File: config.mk
export PLATFORM = sky130hd
export DESIGN_NAME = ula_operand_seq
export DESIGN_NICKNAME = d
export VERILOG_FILES = /design/src/rtl/ula_pkg.sv /design/src/rtl/ula_operand_seq_edge_pulse.sv /design/src/rtl/ula_operand_seq.sv
export SDC_FILE = /design/constraint.sdc
export NUM_CORES = 1
export LEC_CHECK = 0
export CAP_MARGIN = 20
export CELL_PAD_IN_SITES_DETAIL_PLACEMENT = 1
export CELL_PAD_IN_SITES_GLOBAL_PLACEMENT = 1
export CORE_MARGIN = 5
export CORE_UTILIZATION = 30
export DETAILED_ROUTE_END_ITERATION = 6
export GPL_ROUTABILITY_DRIVEN = 0
export HOLD_SLACK_MARGIN = 0.08
export PLACE_DENSITY = 0.81
export RECOVER_POWER = 50
export SLEW_MARGIN = 10
export SYNTH_ARGS = -nofsm -noshare
export SYNTH_HDL_FRONTEND = slang
export SYNTH_SLANG_ARGS = --single-unit
File: constraint.sdc
create_clock -name clk -period 1.93 [get_ports clk]
set_input_delay 0.386 -clock clk [delete_from_list [all_inputs] [get_ports clk]]
set_output_delay 0.386 -clock clk [all_outputs]
set_load 0.05 [all_outputs]
File: src/rtl/ula_pkg.sv
// ula_pkg: shared definitions for the ALU front-end sequencer.
//   - default operand and selector widths
//   - state codes driven out on state_o
//   - ALU opcodes; the sequencer passes them through without checking them
package ula_pkg;

  localparam int ULA_WIDTH = 4;
  localparam int ULA_SEL_W = 3;

  typedef enum logic [2:0] {
    S_A    = 3'd0,
    S_B    = 3'd1,
    S_OP   = 3'd2,
    S_EXEC = 3'd3,
    S_SHOW = 3'd4
  } state_t;

  localparam logic [2:0] OP_ADD = 3'b000;
  localparam logic [2:0] OP_SUB = 3'b001;
  localparam logic [2:0] OP_SHR = 3'b010;
  localparam logic [2:0] OP_SHL = 3'b011;

endpackage

File: src/rtl/ula_operand_seq_edge_pulse.sv
// edge_pulse: rising-edge detector built on a one-flop history of the input.
//   clk    in   clock
//   rst    in   synchronous active-high reset; clears the history flop
//   sig    in   level input, already synchronised to clk
//   pulse  out  high for the one cycle in which sig is 1 and was 0 on the previous edge
module edge_pulse (
  input  logic clk,
  input  logic rst,
  input  logic sig,
  output logic pulse
);

  logic sig_q;

  always_ff @(posedge clk) begin
    if (rst) sig_q <= 1'b0;
    else     sig_q <= sig;
  end

  // The pulse is combinational from the live level, so a press takes effect
  // on the same edge at which the button is first seen high.
  assign pulse = sig & ~sig_q;

endmodule

File: src/rtl/ula_operand_seq.sv
// ula_operand_seq: collects A, B and the opcode from shared switches on
// successive enter presses, holds them on the ALU inputs, then captures the
// ALU result and carry once the result has settled.
//   clk       in   clock
//   rst       in   synchronous active-high reset
//   data_in   in   operand from the switches
//   op_in     in   opcode from the switches
//   enter     in   button level; each rising edge counts as one press
//   clear     in   soft clear, same effect as rst, wins over a press
//   alu_a     out  operand A to the ALU
//   alu_b     out  operand B to the ALU
//   alu_sel   out  opcode to the ALU
//   alu_s     in   ALU result
//   alu_cout  in   ALU carry/borrow
//   result    out  captured ALU result
//   carry     out  captured ALU carry
//   done      out  captured result is valid
//   state_o   out  current state code
//
// state  | meaning
// S_A    | waiting for a press to load operand A
// S_B    | waiting for a press to load operand B
// S_OP   | waiting for a press to load the opcode
// S_EXEC | counting settle cycles, then capturing the ALU outputs
// S_SHOW | result displayed; a press starts the next operation
module ula_operand_seq
  import ula_pkg::*;
#(
  parameter int WIDTH     = ULA_WIDTH,
  parameter int SEL_W     = ULA_SEL_W,
  parameter int EXEC_WAIT = 1
) (
  input  logic             clk,
  input  logic             rst,
  input  logic [WIDTH-1:0] data_in,
  input  logic [SEL_W-1:0] op_in,
  input  logic             enter,
  input  logic             clear,
  output logic [WIDTH-1:0] alu_a,
  output logic [WIDTH-1:0] alu_b,
  output logic [SEL_W-1:0] alu_sel,
  input  logic [WIDTH:0]   alu_s,
  input  logic             alu_cout,
  output logic [WIDTH:0]   result,
  output logic             carry,
  output logic             done,
  output logic [2:0]       state_o
);

  localparam logic [3:0] EXEC_WAIT_C = 4'(EXEC_WAIT);

  state_t     state, state_nx;
  logic       press;
  logic       srst;
  logic [3:0] cnt;
  logic       ld_a, ld_b, ld_sel, cnt_dec, capture, done_clr;

  // Soft clear behaves exactly like reset, including the press history.
  assign srst = rst | clear;

  edge_pulse u_edge (
    .clk   (clk),
    .rst   (srst),
    .sig   (enter),
    .pulse (press)
  );

  always_ff @(posedge clk) begin
    if (srst) state <= S_A;
    else      state <= state_nx;
  end

  always_comb begin
    state_nx = state;
    case (state)
      S_A:     if (press) state_nx = S_B;
      S_B:     if (press) state_nx = S_OP;
      S_OP:    if (press) state_nx = S_EXEC;
      S_EXEC:  if (cnt == 4'd0) state_nx = S_SHOW;
      S_SHOW:  if (press) state_nx = S_A;
      default: state_nx = S_A;
    endcase
  end

  always_comb begin
    ld_a     = (state == S_A)    & press;
    ld_b     = (state == S_B)    & press;
    ld_sel   = (state == S_OP)   & press;
    cnt_dec  = (state == S_EXEC) & (cnt != 4'd0);
    capture  = (state == S_EXEC) & (cnt == 4'd0);
    done_clr = (state == S_SHOW) & press;
  end

  always_ff @(posedge clk) begin
    if (srst) begin
      alu_a   <= '0;
      alu_b   <= '0;
      alu_sel <= '0;
      cnt     <= 4'd0;
      result  <= '0;
      carry   <= 1'b0;
      done    <= 1'b0;
    end else begin
      if (ld_a)   alu_a   <= data_in;
      if (ld_b)   alu_b   <= data_in;
      if (ld_sel) alu_sel <= op_in;
      if (ld_sel)       cnt <= EXEC_WAIT_C;
      else if (cnt_dec) cnt <= cnt - 4'd1;
      if (capture) begin
        result <= alu_s;
        carry  <= alu_cout;
        done   <= 1'b1;
      end else if (done_clr) begin
        done <= 1'b0;
      end
    end
  end

  assign state_o = state;

endmodule

==> flow_summary_export.csv, run 1 <==
group,metric,value,unit
timing,tns,0,ns
placement,postPlaceCellArea,1570,um^2
worst_setup_path,critPathTopFamily,"buffers and inverters",
clocking,cts_buffers,3,
routing,num_vias,1119,
clocking,cts_buffer_depth,2,
floorplanning,boundaryPins,38,
worst_hold_path,min-delay-start,"done",
worst_setup_path,worstSetupEndpointType,"primary output",
floorplanning,fp.dieH,71.7,um
clocking,cts-root-buf,"clkbuf_8",
floorplanning,die_area,5140,um^2
floorplanning,start_util,0.312,
grt,gr-usage-all-layers,0.142,
layout,fin_cells,217,
logic_synthesis,ys_ff_latch,26,
clocking,cts_num_sinks,26,
logic_synthesis,synth_cell_type_count,31,
layout,n_antenna_cell,0,
routing,first_pass_iters,4,
grt,first_global_vias,1221,
layout,design_area,1610,um^2
outcome,status,"completed",
routing,drc,0,
clocking,postCtsSetupBuffers,0,
clocking,ctsHoldBuffers,0,
worst_setup_path,crit_slowest_cell,"clkdlybuf4s50_1",
worst_setup_path,required,1.54,ns
logic_synthesis,synth_nets,151,
layout,final_cell_mix,"clkdlybuf4s50_1 (33), dfxtp_1 (26), a21oi_1 (23)",
layout,fin_nets,188,
clocking,clkTransAtPathRegs,0.09,ns
logic_synthesis,avgSynthCellArea,8.58,um^2
worst_setup_path,cp_cell_sequence,"clkdlybuf4s50_1",
power,powerDensity,694,nW/um^2
grt,antenna_found_initial,0,
timing,rsz0062_at_grt,"false",
run,max_cap_viol_count,0,
worst_setup_path,cp_slowest_stage_delay,0.83,ns
routing,via_per_inst,5.16,
timing,hold_viol_final,0,
clocking,cts_tree,"yes",
worst_setup_path,crit_start,"alu_sel[2]",
timing,fmax,543,MHz
layout,final_common_cell,"clkdlybuf4s50_1",
timing,drv_slew,0,
placement,pre_cts_ws,0.00137,ns
layout,final_util,0.439,
layout,area_growth,40.8,%
floorplanning,core_area,3660,um^2
clocking,h-tree-depth,1,
worst_setup_path,rr_startpoint,"state_o[0]",
power,ir_drop,269,uV
grt,grt_pass1_wl,5810,um
worst_hold_path,hp-class,"reg2reg",
timing,worstMarginPinSlew,0.557,ns
floorplanning,fp.dieW,71.7,um
grt,grt_max_degree,16,
timing,setup_viol,0,
logic_synthesis,postSynthCellCount,133,
placement,placed_cells,213,
logic_synthesis,seq_area_frac_synth,0.456,
timing,post-route-period-util,0.954,
power,leakagePower,0.000563,uW
placement,dp_hpwl,2620,um
layout,layout-drive-gt1-share,0.0888,
placement,portBuffers,37,
logic_synthesis,netlist_area,1140,um^2
clocking,post_cts_resized,0,
routing,postRouteAntennaNets,0,
timing,skew,0.00171,ns
worst_setup_path,crit_buf_inv,1,
worst_setup_path,critPathArrivalTime,1.46,ns
routing,first_iter_violations,84,
logic_synthesis,yosys_warnings,0,
timing,slew_headroom,0.628,
timing,fin_ws,0.0883,ns
worst_setup_path,critPathLaunchType,"flop",
worst_setup_path,path_max_fanout,2,
floorplanning,core.rowCount,22,
routing,routed_wl,3450,um
grt,gr-total-overflow,0,
timing,period_needed,1.84,ns
routing,wl_per_cell,15.9,um
clocking,clock_latency,0.27,ns
worst_setup_path,crit_type,"reg2out",
-- worst paths after layout --
| kind | end | slack [ns] | cells after the start |
|---|---|---|---|
| hold / removal | done | 0.48 | 2 |
| setup / recovery | alu_sel[2] | 0.09 | 1 |
| setup reg to reg | cnt[1] | 0.27 | 3 |
| hold reg to reg | done | 0.48 | 2 |
-- cells in the mapped netlist (all sizes together) --
library cell,count,area [um^2]
dfxtp,26,521
or2b,1,7.51
o41ai,1,8.76
o21ai,22,110
a311oi,2,17.5
and2,1,6.26
a21oi,23,115
ha,1,12.5
or4b,1,13.8
nor4b,1,15.0
and3b,1,8.76
nand2b,1,6.26
or3b,2,17.5
or4,1,7.51
nand3b,2,27.5
nor2,3,11.3
inv,5,18.8
nand2,3,11.3
or3,1,6.26
a31oi,1,6.26
nand3,20,100
nor2b,1,6.26
or2,2,12.5
nand4b,1,8.76
buf,3,21.3
nor3b,2,25.0
clkbuf,5,18.8
-- cell families (layout without fill, tap and decap cells) --
family | count (synthesis) | after routing | synth area share
adder cells (fa/ha/maj) | 1 | 1 | 0.0110
flip-flops | 26 | 26 | 0.456
buffers and inverters | 13 | 49 | 0.0515
AO/OA/AOI/OAI | 49 | 49 | 0.226
AND/OR/NAND/NOR | 44 | 44 | 0.256
-- stage by stage --
stage          hold slack [ns]  total power [uW]
2_1_floorplan            0.483               612
3_3_place_gp             0.460               672
3_5_place_dp             0.468               676
4_1_cts                  0.482              1130
5_1_grt                  0.504              1150
6_report                 0.476              1120
-- area by class of cell --
| class | instances | area, um^2 |
|---|---|---|
| clock buffer | 3 | 41.3 |
| clock inverter | 1 | 30.0 |
| fill | 439 | 2050 |
| inverter | 5 | 18.8 |
| multi-input combinational | 94 | 558 |
| sequential | 26 | 520 |
| tap | 48 | 60.1 |
| timing repair buffer | 40 | 378 |
-- metal layers --
layer,global-route usage,part of all wire,wire length (um)
met3,0.0309,0.053,182
met5,0,0,0
met1,0.153,0.41,1410
met2,0.271,0.53,1820
met4,0.0438,0.010,35
-- sequential cells by signal, indices dropped and copies added (netlist names) --
register and cells:
alu_a 4, state_o 3, result 5, u_edge.sig_q 1, done 1, cnt 4
alu_sel 3, alu_b 4, carry 1
-- report_power, final --
part	leakage [uW]	switching (uW)	total [uW]	internal, uW
Sequential	0.000210	8.50	550	542
Clock	0.0000357	180	458	278
Combinational	0.000318	56.4	108	51.1
(Power assumes the default switching activity.)
==> run 2, diff against run 1 <==
CTS_CLUSTER_SIZE = 20   (was default)
REMOVE_ABC_BUFFERS = 1   (was default)
==> run 2 against run 1 <==
Net effect: maximum frequency hardly changed; cell count up 0.46%; non-clock buffer count increased by 1; highest routed layer unchanged.
==> flow_summary_export.csv, run 2 (synthesis gave the netlist of run 1 again) <==
group,metric,value,unit
clocking,clkTransAtPathRegs,0.09,ns
floorplanning,fp.dieW,71.7,um
routing,postRouteAntennaNets,0,
timing,fin_ws,0.0888,ns
outcome,status,"completed",
worst_setup_path,crit_type,"reg2out",
floorplanning,die_area,5140,um^2
power,leakagePower,0.000570,uW
grt,first_global_vias,1197,
grt,gr-usage-all-layers,0.146,
clocking,cts_buffers,3,
timing,setup_viol,0,
layout,final_util,0.443,
power,p_sw_frac,0.218,
power,p_clk_frac,0.407,
clocking,cts-root-buf,"clkbuf_8",
routing,wl_per_cell,16.7,um
clocking,post_cts_resized,0,
routing,routed_wl,3630,um
clocking,cts_num_sinks,26,
layout,largest-register,"result",
floorplanning,start_util,0.312,
layout,layout-drive-gt1-share,0.0941,
layout,fin_nets,189,
run,max_cap_viol_count,0,
floorplanning,boundaryPins,38,
worst_setup_path,cp_slowest_stage_delay,0.83,ns
worst_setup_path,worstSetupEndpointType,"primary output",
worst_setup_path,critPathTopFamily,"buffers and inverters",
clocking,clock_latency,0.27,ns
timing,slew_headroom,0.595,
clocking,ctsHoldBuffers,0,
timing,worstMarginPinSlew,0.606,ns
routing,drc,0,
timing,drv_slew,0,
grt,grt_max_degree,16,
worst_setup_path,crit_buf_inv,1,
placement,dp_hpwl,2770,um
routing,via_per_inst,5.31,
worst_setup_path,critPathLaunchType,"flop",
power,power.sequential.fraction,0.491,
timing,skew,0.00390,ns
clocking,cts_buffer_depth,2,
worst_setup_path,crit_slowest_cell,"clkdlybuf4s50_1",
layout,area_growth,42.2,%
clocking,cts_tree,"yes",
worst_hold_path,hp-class,"reg2reg",
worst_setup_path,path_max_fanout,2,
placement,portBuffers,37,
power,powerDensity,689,nW/um^2
floorplanning,core_area,3660,um^2
grt,gr-total-overflow,0,
layout,design_area,1620,um^2
grt,antenna_found_initial,0,
routing,num_vias,1157,
timing,tns,0,ns
placement,pre_cts_ws,0.0301,ns
worst_setup_path,cp_cell_sequence,"clkdlybuf4s50_1",
layout,fin_cells,218,
timing,rsz0062_at_grt,"false",
timing,post-route-period-util,0.954,
timing,hold_viol_final,0,
worst_setup_path,critPathArrivalTime,1.46,ns
placement,placed_cells,214,
layout,final_cell_mix,"clkdlybuf4s50_1 (32), dfxtp_1 (26), a21oi_1 (23)",
grt,grt_pass1_wl,5950,um
clocking,postCtsSetupBuffers,0,
layout,n_antenna_cell,0,
routing,first_pass_iters,4,
power,switchingPower,243,uW
clocking,h-tree-depth,1,
timing,fmax,543,MHz
placement,postPlaceCellArea,1560,um^2
layout,largest_reg_flops,5,
layout,final_common_cell,"clkdlybuf4s50_1",
timing,period_needed,1.84,ns
floorplanning,fp.dieH,71.7,um
power,comb_power_share,0.102,
worst_setup_path,required,1.54,ns
floorplanning,core.rowCount,22,
routing,first_iter_violations,25,
power,intPower,874,uW
power,ir_drop,259,uV
-- run 2: area by class of cell --
class,count,area [um^2]
fillers,431,2040
inverters,5,18.8
clock buffers,3,41.3
repair buffers,41,394
flip-flops and latches,26,520
multi-input cells,94,558
clock inverters,1,30.0
well taps,48,60.1
-- run 2: routing by layer --
layer / vias up / wire, um / global-route usage / share of wire
met5: - / 0 / 0 / 0
met4: 0 / 34 / 0.0438 / 0.0094
met3: 2 / 56 / 0.0182 / 0.015
met2: 13 / 2040 / 0.286 / 0.56
met1: 584 / 1500 / 0.160 / 0.41
li1: 558 / - / - / -
-- run 2: worst paths after layout --
kind              cells after the start       from  slack (ns)        end
hold / removal                        2  result[0]        0.49  result[0]
setup reg to reg                      5     cnt[0]        0.32     cnt[3]
hold reg to reg                       2  result[0]        0.49  result[0]
setup / recovery                      1   alu_b[1]        0.09   alu_b[1]
-- run 2: through the flow --
stage	total power [uW]	hold WS, ns
floorplan	609	0.483
global placement	673	0.462
detailed placement	677	0.476
CTS	1130	0.489
global route	1150	0.505
finish	1120	0.487
-- run 2: power by group through the flow --
stage,Clock [uW],Combinational [uW],Sequential (uW)
4_1_cts,462,117,549
6_report,454,114,549
3_3_place_gp,0,112,561
2_1_floorplan,0,32.1,577
3_5_place_dp,0,115,562
5_1_grt,480,123,550
==> run 3, diff against run 2 <==
HOLD_SLACK_MARGIN = default   (was 0.08)
==> results of run 3 <==
The final DEF is identical to that of run 2; final timing and power are the same.
